==> config.mk <==
export PLATFORM = sky130hd
export DESIGN_NAME = mdu_iterative_flat
export DESIGN_NICKNAME = d
export VERILOG_FILES = /design/src/rtl/mdu_iterative_if.sv /design/src/rtl/mdu_iterative.sv /design/src/flat_wrapper.sv
export SDC_FILE = /design/constraint.sdc
export NUM_CORES = 2
export LEC_CHECK = 0
export CORE_MARGIN = 3
export CORE_UTILIZATION = 31
export CTS_CLUSTER_DIAMETER = 100
export CTS_CLUSTER_SIZE = 24
export DETAILED_ROUTE_END_ITERATION = 8
export DONT_BUFFER_PORTS = 1
export HOLD_SLACK_MARGIN = 0.05
export SLEW_MARGIN = 20
export SYNTH_ARGS = -nofsm -noshare
export SYNTH_HDL_FRONTEND = slang
export SYNTH_SLANG_ARGS = --single-unit
==> constraint.sdc <==
create_clock -name clk -period 8.2 [get_ports clk]
set_input_delay 1.23 -clock clk [delete_from_list [all_inputs] [get_ports clk]]
set_output_delay 1.23 -clock clk [all_outputs]
set_load 0.01 [all_outputs]
==> src/rtl/mdu_iterative_if.sv <==
// mdu_iterative_if: request, HI/LO write/read and status signals of the
// iterative multiply/divide unit, bundled for the CPU execute stage.
interface mdu_iterative_if #(
    parameter int WIDTH = 32
);
    logic             start;
    logic [2:0]       op;
    logic [WIDTH-1:0] in_a;
    logic [WIDTH-1:0] in_b;
    logic             wr_en;
    logic             wr_hi;
    logic [WIDTH-1:0] wr_data;
    logic             rd_hi;
    logic [WIDTH-1:0] rd_data;
    logic             busy;
    logic             done;
    logic             div_zero;

    modport master (
        output start, op, in_a, in_b, wr_en, wr_hi, wr_data, rd_hi,
        input  rd_data, busy, done, div_zero
    );

    modport slave (
        input  start, op, in_a, in_b, wr_en, wr_hi, wr_data, rd_hi,
        output rd_data, busy, done, div_zero
    );
endinterface

==> src/rtl/mdu_iterative.sv <==
// mdu_iterative: multiply/divide unit with HI/LO result registers.
// Multiplies hold the product for MUL_LAT cycles before committing; divides
// run a restoring divider (one quotient bit per cycle) followed by a sign
// fix-up cycle. A HI/LO write while busy aborts the operation.
// Optional build macro MDU_MACC_EN adds MADDU/MADD/MSUB (ops 5/6/7), which
// accumulate the product into {HI,LO} at the commit edge.
module mdu_iterative #(
    parameter int WIDTH   = 32,
    parameter int MUL_LAT = 5
) (
    input  logic           clk,
    input  logic           reset,
    mdu_iterative_if.slave bus
);
    localparam int W2      = 2 * WIDTH;
    localparam int CNT_MAX = (MUL_LAT > WIDTH) ? MUL_LAT : WIDTH;
    localparam int CNT_W   = $clog2(CNT_MAX + 1);

    localparam logic [2:0] OP_MULTU = 3'd1;
    localparam logic [2:0] OP_MULT  = 3'd2;
    localparam logic [2:0] OP_DIVU  = 3'd3;
    localparam logic [2:0] OP_DIV   = 3'd4;
`ifdef MDU_MACC_EN
    localparam logic [2:0] OP_MADDU = 3'd5;
    localparam logic [2:0] OP_MADD  = 3'd6;
    localparam logic [2:0] OP_MSUB  = 3'd7;
`endif

    typedef enum logic [1:0] {
        S_IDLE = 2'd0,
        S_MUL  = 2'd1,
        S_DIV  = 2'd2,
        S_FIX  = 2'd3
    } state_t;

    state_t state;
    state_t state_nxt;

    // committed results
    logic [WIDTH-1:0] hi;
    logic [WIDTH-1:0] lo;

    // operation temporaries
    logic [CNT_W-1:0] cnt;
    logic [W2-1:0]    prod;
    logic [WIDTH-1:0] dvs;
    logic [WIDTH-1:0] quot;
    logic [WIDTH-1:0] rem;
    logic             q_neg;
    logic             r_neg;
    logic             dz;
`ifdef MDU_MACC_EN
    logic [2:0]       op_q;
`endif

    // registered status pulses
    logic             done_q;
    logic             dz_q;

    // decode and control strobes
    logic             op_valid;
    logic             is_mul_op;
    logic             mul_signed;
    logic             a_neg;
    logic             b_neg;
    logic             cnt_zero;
    logic             accept;
    logic             commit_mul;
    logic             commit_fix;

    // divide step and multiply commit values
    logic [WIDTH:0]   rem_sh;
    logic [WIDTH:0]   diff;
    logic             borrow;
    logic [WIDTH-1:0] rem_nxt;
    logic [W2-1:0]    acc_res;

    // Full-width product; signed operands are sign-extended so one
    // 2*WIDTH multiplier serves both signednesses.
    function automatic logic [W2-1:0] mul_full(input logic [WIDTH-1:0] a,
                                               input logic [WIDTH-1:0] b,
                                               input logic             sgn);
        logic signed [W2-1:0] xa;
        logic signed [W2-1:0] xb;
        xa = sgn ? signed'({{WIDTH{a[WIDTH-1]}}, a}) : signed'({{WIDTH{1'b0}}, a});
        xb = sgn ? signed'({{WIDTH{b[WIDTH-1]}}, b}) : signed'({{WIDTH{1'b0}}, b});
        return unsigned'(xa * xb);
    endfunction

    // Two's-complement negate when neg is set: used both for taking
    // magnitudes at accept and for restoring signs in the fix-up cycle.
    function automatic logic [WIDTH-1:0] apply_sign(input logic [WIDTH-1:0] v,
                                                    input logic             neg);
        return neg ? (~v + {{(WIDTH-1){1'b0}}, 1'b1}) : v;
    endfunction

    function automatic logic op_supported(input logic [2:0] o);
`ifdef MDU_MACC_EN
        return (o != 3'd0);
`else
        return (o == OP_MULTU) || (o == OP_MULT) || (o == OP_DIVU) || (o == OP_DIV);
`endif
    endfunction

    // Decode of the incoming request
    always_comb begin
        op_valid   = op_supported(bus.op);
`ifdef MDU_MACC_EN
        is_mul_op  = (bus.op == OP_MULTU) || (bus.op == OP_MULT) || (bus.op == OP_MADDU)
                  || (bus.op == OP_MADD) || (bus.op == OP_MSUB);
        mul_signed = (bus.op == OP_MULT) || (bus.op == OP_MADD) || (bus.op == OP_MSUB);
`else
        is_mul_op  = (bus.op == OP_MULTU) || (bus.op == OP_MULT);
        mul_signed = (bus.op == OP_MULT);
`endif
        a_neg      = (bus.op == OP_DIV) && bus.in_a[WIDTH-1];
        b_neg      = (bus.op == OP_DIV) && bus.in_b[WIDTH-1];
        cnt_zero   = (cnt == '0);
    end

    // State register
    always_ff @(posedge clk or negedge reset) begin
        if (!reset) begin
            state <= S_IDLE;
        end else begin
            state <= state_nxt;
        end
    end

    // Next state and commit strobes; a HI/LO write always wins over
    // starting or finishing an operation
    always_comb begin
        state_nxt  = state;
        accept     = 1'b0;
        commit_mul = 1'b0;
        commit_fix = 1'b0;
        case (state)
            S_IDLE: begin
                if (!bus.wr_en && bus.start && op_valid) begin
                    accept = 1'b1;
                    if (is_mul_op) begin
                        state_nxt = S_MUL;
                    end else if (bus.in_b == '0) begin
                        state_nxt = S_FIX;
                    end else begin
                        state_nxt = S_DIV;
                    end
                end
            end
            S_MUL: begin
                if (bus.wr_en) begin
                    state_nxt = S_IDLE;
                end else if (cnt_zero) begin
                    commit_mul = 1'b1;
                    state_nxt  = S_IDLE;
                end
            end
            S_DIV: begin
                if (bus.wr_en) begin
                    state_nxt = S_IDLE;
                end else if (cnt_zero) begin
                    state_nxt = S_FIX;
                end
            end
            S_FIX: begin
                state_nxt = S_IDLE;
                if (!bus.wr_en) begin
                    commit_fix = 1'b1;
                end
            end
            default: state_nxt = S_IDLE;
        endcase
    end

    // One restoring-division step: shift the next dividend bit into the
    // partial remainder and subtract the divisor if it fits
    always_comb begin
        rem_sh  = {rem, quot[WIDTH-1]};
        diff    = rem_sh - {1'b0, dvs};
        borrow  = diff[WIDTH];
        rem_nxt = borrow ? rem_sh[WIDTH-1:0] : diff[WIDTH-1:0];
    end

    // Value written to {HI,LO} when a multiply commits
    always_comb begin
        acc_res = prod;
`ifdef MDU_MACC_EN
        case (op_q)
            OP_MADDU, OP_MADD: acc_res = {hi, lo} + prod;
            OP_MSUB:           acc_res = {hi, lo} - prod;
            default:           acc_res = prod;
        endcase
`endif
    end

    // Operand capture, divide iteration, HI/LO writes and result commits
    always_ff @(posedge clk or negedge reset) begin
        if (!reset) begin
            hi     <= '0;
            lo     <= '0;
            cnt    <= '0;
            prod   <= '0;
            dvs    <= '0;
            quot   <= '0;
            rem    <= '0;
            q_neg  <= 1'b0;
            r_neg  <= 1'b0;
            dz     <= 1'b0;
            done_q <= 1'b0;
            dz_q   <= 1'b0;
`ifdef MDU_MACC_EN
            op_q   <= '0;
`endif
        end else begin
            done_q <= 1'b0;
            dz_q   <= 1'b0;

            if (accept) begin
`ifdef MDU_MACC_EN
                op_q <= bus.op;
`endif
                if (is_mul_op) begin
                    prod <= mul_full(bus.in_a, bus.in_b, mul_signed);
                    cnt  <= CNT_W'(MUL_LAT - 1);
                end else begin
                    quot  <= apply_sign(bus.in_a, a_neg);
                    dvs   <= apply_sign(bus.in_b, b_neg);
                    rem   <= '0;
                    q_neg <= a_neg ^ b_neg;
                    r_neg <= a_neg;
                    dz    <= (bus.in_b == '0);
                    cnt   <= CNT_W'(WIDTH - 1);
                end
            end else if (((state == S_MUL) || (state == S_DIV)) && !cnt_zero) begin
                cnt <= cnt - CNT_W'(1);
            end

            if (state == S_DIV) begin
                rem  <= rem_nxt;
                quot <= {quot[WIDTH-2:0], ~borrow};
            end

            if (bus.wr_en) begin
                if (bus.wr_hi) begin
                    hi <= bus.wr_data;
                end else begin
                    lo <= bus.wr_data;
                end
            end else if (commit_mul) begin
                {hi, lo} <= acc_res;
                done_q   <= 1'b1;
            end else if (commit_fix) begin
                done_q <= 1'b1;
                if (dz) begin
                    dz_q <= 1'b1;
                end else begin
                    lo <= apply_sign(quot, q_neg);
                    hi <= apply_sign(rem, r_neg);
                end
            end
        end
    end

    assign bus.rd_data  = bus.rd_hi ? hi : lo;
    assign bus.busy     = (state != S_IDLE);
    assign bus.done     = done_q;
    assign bus.div_zero = dz_q;

endmodule

==> src/flat_wrapper.sv <==
// flat-port wrapper written by rule: the top's interface ports become plain ports
module mdu_iterative_flat 
#(
    parameter int WIDTH   = 32,
    parameter int MUL_LAT = 5
)
  (clk, reset, bus_start, bus_op, bus_in_a, bus_in_b, bus_wr_en, bus_wr_hi, bus_wr_data, bus_rd_hi, bus_rd_data, bus_busy, bus_done, bus_div_zero);
  mdu_iterative_if #(.WIDTH(WIDTH)) bus_i ();
  input  logic clk;
  input  logic reset;
  input wire logic [$bits(bus_i.start)-1:0] bus_start;
  input wire logic [$bits(bus_i.op)-1:0] bus_op;
  input wire logic [$bits(bus_i.in_a)-1:0] bus_in_a;
  input wire logic [$bits(bus_i.in_b)-1:0] bus_in_b;
  input wire logic [$bits(bus_i.wr_en)-1:0] bus_wr_en;
  input wire logic [$bits(bus_i.wr_hi)-1:0] bus_wr_hi;
  input wire logic [$bits(bus_i.wr_data)-1:0] bus_wr_data;
  input wire logic [$bits(bus_i.rd_hi)-1:0] bus_rd_hi;
  output wire logic [$bits(bus_i.rd_data)-1:0] bus_rd_data;
  output wire logic [$bits(bus_i.busy)-1:0] bus_busy;
  output wire logic [$bits(bus_i.done)-1:0] bus_done;
  output wire logic [$bits(bus_i.div_zero)-1:0] bus_div_zero;
  assign bus_i.start = bus_start;
  assign bus_i.op = bus_op;
  assign bus_i.in_a = bus_in_a;
  assign bus_i.in_b = bus_in_b;
  assign bus_i.wr_en = bus_wr_en;
  assign bus_i.wr_hi = bus_wr_hi;
  assign bus_i.wr_data = bus_wr_data;
  assign bus_i.rd_hi = bus_rd_hi;
  assign bus_rd_data = bus_i.rd_data;
  assign bus_busy = bus_i.busy;
  assign bus_done = bus_i.done;
  assign bus_div_zero = bus_i.div_zero;
  mdu_iterative #(.WIDTH(WIDTH), .MUL_LAT(MUL_LAT)) u_core (.clk(clk), .reset(reset), .bus(bus_i));
endmodule
# Yosys cells after proc, flatten, opt, wreduce, memory -nomap -nowiden
# Cells that the tools add are included.
# Widths: inputs -> output; s select.
[totals]
ff_bits = 237
in_bits = 105
output_inout_bits = 35
wordCells = 114
[classes]
addsub = 6
multipliers = 1
n_eq_ne = 14
n_mux = 49
n_bitwise = 7
reduce_logical = 24
[ops]
columns = ["operator", "n"]
rows = [
  ["$mux 32", 22],
  ["$add 32x1->32 const B", 4],
  ["$mux 64", 2],
  ["$not 32->32", 4],
  ["$mul 64x64->64", 1],
  ["$sub 33x32->33", 1],
  ["$logic_not 32->1", 1],
  ["$mux 1", 15],
  ["$mux 2", 6],
  ["$mux 6", 2],
  ["$reduce_and 3->1", 3],
  ["$pmux 2 s4", 1],
  ["$eq 3x2->1 const B", 2],
  ["$logic_not 6->1", 1],
  ["$ne 3x2->1 const B", 2],
  ["$reduce_and 2->1", 3],
  ["$reduce_bool 2->1", 3],
  ["$sub 6x1->6 const B", 1],
  ["$logic_and 1x1->1", 5],
  ["$mux 5", 1],
  ["$eq 2x2->1 const B", 2],
  ["$logic_or 1x1->1", 4],
  ["$ne 2x1->1 const B", 2],
  ["$ne 2x2->1 const B", 2],
  ["other kinds (9)", 11],
]

# Logic depth before layout (Yosys ltp)
[logic_depth]
depth_word = 9
depth_mapped = 37
mapped_depth_nobuf = 33

# Worst setup path before layout
# No wires, ideal clock.
[synth_timing]
path_type = "input port to flip-flop"
start = "input port bus_op[2]"
end = "register u_core.prod[63], in the netlist u_core.acc_res[63]"
setup_time_ns = 0.095
arrival_time_ns = 10.055
required_time_ns = 8.105
slack_ns = -1.950
path_stages = 33
path_buffers = 3
path_cell_list = "clkbuf_1 -> nor2_1 -> and3_1 -> clkbuf_1 -> nand2_1 -> inv_1 -> fa_1 -> inv_1 -> fa_1 -> inv_1 -> fa_1 -> inv_1 -> fa_1 -> inv_1 -> fa_1 -> fa_1 -> fa_1 -> inv_1 -> fa_1 -> inv_1 -> fa_1 -> inv_1 -> fa_1 -> inv_1 -> ha_1 -> clkbuf_1 -> nand2_1 -> nor4b_1 -> nand2_1 -> nor4_1 -> o21ai_0 -> and4_1 -> o31ai_1"
[synth_via]
elab_chain_len = 8
elab_cells_between_ends = 14
cone_classes = "mul: 1; eq/ne: 4; mux: 4; reduce/logical: 5"
[synth_rtl]
columns = ["item", "line_no", "source"]
rows = [
  ["start: declaration", "flat_wrapper.sv:12", "input wire logic [$bits(bus_i.op)-1:0] bus_op;"],
  ["parallel branches: the longest is 8 deep, another holds $mul 64x64->64", "-", ""],
  ["end signal: assignment", "mdu_iterative.sv:223", "prod <= mul_full(bus.in_a, bus.in_b, mul_signed);"],
  ["end: declaration", "mdu_iterative.sv:45", "logic [W2-1:0] prod;"],
]
# Several ways; the timed one is not identified.
# A chain may end at the register's enable or synchronous reset.

# Final worst setup path
# Same ends and word-level chain as after synthesis.

==> flow_summary_export.csv <==
group,metric,value,unit
final_layout,register_area,5930,µm²
grt,grt.total_usage,0.196,
outcome,status,"finished, violations left",
final_layout,multiInputGateArea,51800,µm²
routing,drt_iter0_drc,3381,
grt,grt_antenna_before_repair,2,
yosys,synth_top_area_share,0.446,
sta,tightest_slew,1.10,ns
sta,grt_setup_unrepaired,"yes",
final_layout,nets,9161,
setup_path,critPathMaxFanout,8,
grt,grt_overflow_total,0,
yosys,seq_area_frac_synth,0.0930,
yosys,synth_ff_type,"dfrtp_1",
setup_path,crit_family,"adder cells",
grt,grt_max_degree,238,
final_layout,syn_to_final_growth,13.0,%
die,die_h,460,µm
sta,timing.fmax,0.110,GHz
outcome,violations,"setup timing",
grt,grt_pass1_wl,321000,µm
routing,drt_wl_total,207000,µm
place,globalplace.congestion,0.957,
sta,hold_viol_final,0,
die,die_area,211000,µm²
clock_tree,clock-sinks,237,
clock_tree,cts_buffers,16,
die,io_pins,140,
yosys,synthSimpleGateAreaFrac,0.141,
setup_path,crit_buf_inv,11,
setup_path,cp_slowest_cell,"fa_2",
die,start_util,0.314,
yosys,yosysMostFrequentCell,"inv_1",
yosys,yosys-top-cells-area,"fa_1, inv_1, dfrtp_1, ha_1, nand2_1",
yosys,ys_top_cells_by_count,"inv_1, fa_1, nand2_1, and2_1, ha_1",
sta,setup_slack,-0.861,ns
setup_path,cp-start-kind,"primary input",
sta,finalMaxSlewViolations,0,
setup_path,arrival,9.48,ns
yosys,yosysUniqueCellTypes,100,
sta,fin_crit,9.06,ns
setup_path,path_common_cell,"fa_1",
setup_path,max_stage_delay,0.72,ns
routing,dr.pass1.iters,6,
sta,fin_setup_tns,-16.14,ns
yosys,synth_top_area_cell,"fa_1",
clock_tree,cts_hold_buffers,0,
yosys,synth_compound_area_frac,0.0797,
clock_tree,cts_tree,"built",
sta,slew_headroom,0.262,
clock_tree,worst_skew_pair.late_latency,0.53,ns
place,dp.cells,9836,
worst_hold_path,hp-class,"primary input to asynchronous set/reset pin",
die,die_w,460,µm
clock_tree,clockBufferDepth,3,
yosys,synth_xor_area_frac,0.0350,
setup_path,crit_path_end_kind,"flop",
yosys,synth_edf_count,0,
routing,drtAntennaViolNets,0,
yosys,synth_async_sr_flop_share,1.00,
die,rows,165,
place,post-place-ws,-1.85,ns
sta,finalSetupViolCount,27,
setup_path,path_class,"primary input to flop",
yosys,synth_top_family_by_area,"adder cells",
yosys,synth_warnings,0,
final_layout,n_fill_cell,20600,
yosys,syn-num-nets,8991,
yosys,avgSynthCellArea,9.02,µm²
routing,num_vias,49200,
yosys,synth_seq_cells,237,
sta,period_share,1.11,
clock_tree,cts-htree-levels,1,
routing,drt-vias-per-instance,4.96,
routing,detail_route.wl_per_cell,20.8,µm
grt,grt_pass1_vias,53500,
place,dp_hpwl,165000,µm
yosys,syn_inst,7072,
clock_tree,root_buffer,"clkbuf_16",
yosys,synthAdderAreaFrac,0.523,
die,core,203000,µm²
yosys,synth_mux_area_frac,0.00971,
final_layout,layout-drive-gt1-share,0.128,
sta,skew,0.0254,ns
yosys,syn-cell-area,63800,µm²
setup_path,crit_required,8.62,ns
routing,drc_errors,0,
place,io_buffers,0,
final_layout,stdcell_count,9923,
flow_run,max-cap-violations,0,
clock_tree,path_clk_slew,0.10,ns
## what timing repair did
| action | 4_1_cts | 5_1_grt |
|---|---|---|
| setup buffers | 37 | 26 |
| pin swaps | 141 | 118 |
| gates cloned | 1 | 0 |
| setup endpoints to repair | 28 | 37 |
| resized for setup | 191 | 108 |
## stage by stage
| stage | hold slack, ns | util | cell area, µm² |
|---|---|---|---|
| 2_1_floorplan | 0.439 | - | 64500 |
| 3_3_place_gp | 0.458 | 0.343 | 69800 |
| 3_5_place_dp | 0.457 | 0.343 | 69800 |
| 4_1_cts | 0.401 | 0.351 | 71400 |
| 5_1_grt | 0.375 | 0.354 | 72000 |
| 6_report | 0.402 | 0.354 | 72000 |
## path summary, 6_finish.rpt
check | start | endpoint | slack, ns | cells after the start
worst max-delay path | bus_op[2] | u_core.acc_res[63] | -0.86 | 32
worst min-delay path | reset | u_core.acc_res[19] | 0.40 | 0
worst max register to register | u_core.quot[31] | u_core.rem[23] | 3.94 | 14
worst min register to register | u_core.acc_res[8] | u_core.acc_res[8] | 0.48 | 2
min in group clk | u_core.acc_res[8] | u_core.acc_res[8] | 0.48 | 2
max in group asynchronous | reset | u_core.dvs[30] | 7.33 | 0
## registers in the layout, summed over array words and instances, names as in the netlist
name                 cells
u_core.dz                1
u_core.bus.div_zero      1
u_core.hi               32
u_core.r_neg             1
u_core.state             2
u_core.q_neg             1
u_core.acc_res          64
u_core.dvs              32
u_core.bus.done          1
u_core.cnt               6
u_core.quot             32
u_core.rem              32
u_core.lo               32
## cell type report
cell class	count	area share
antenna	3	0.000104
clock buffer	18	0.00596
clock inverter	6	0.00123
inverter	1589	0.0828
multi-input combinational	4847	0.719
sequential	237	0.0824
tap	2672	0.0464
timing repair buffer	551	0.0620
## kinds of logic after synthesis
kind of cell / Yosys count
compound gates: 814
fa+ha+maj: 1814
mux: 57
buf+inv: 1988
xor+xnor: 255
flops: 237
simple gates: 1907
## layer usage
metal	global-route usage	up-vias	share of wire
met4	0.0543	0	0.034
met3	0.0301	322	0.065
li1	-	21500	-
met1	0.245	25800	0.40
met5	0	-	0
met2	0.351	1563	0.50
## layout by cell type, fill, tap and decap left out, drive strengths merged, types with 14 or more instances in the layout
| master | count |
|---|---|
| inv | 1592 |
| fa | 1421 |
| nand2 | 881 |
| buf | 550 |
| and2 | 491 |
| ha | 393 |
| a21oi | 295 |
| nor2 | 283 |
| dfrtp | 237 |
| o21ai | 212 |
| xnor2 | 139 |
| xor2 | 116 |
| a211oi | 81 |
| nand3 | 63 |
| nor3 | 39 |
| o31ai | 37 |
| a21o | 36 |
| mux2 | 36 |
| or3 | 24 |
| o21bai | 22 |
| mux2i | 21 |
| nand2b | 21 |
| and3 | 21 |
| nand4 | 19 |
| clkbuf | 18 |
| o41ai | 18 |
| o211ai | 17 |
| nor4 | 16 |
| o21a | 14 |
Power is not shown: default switching activity piles up to over one toggle a cycle in this logic, so the estimate is an artifact.
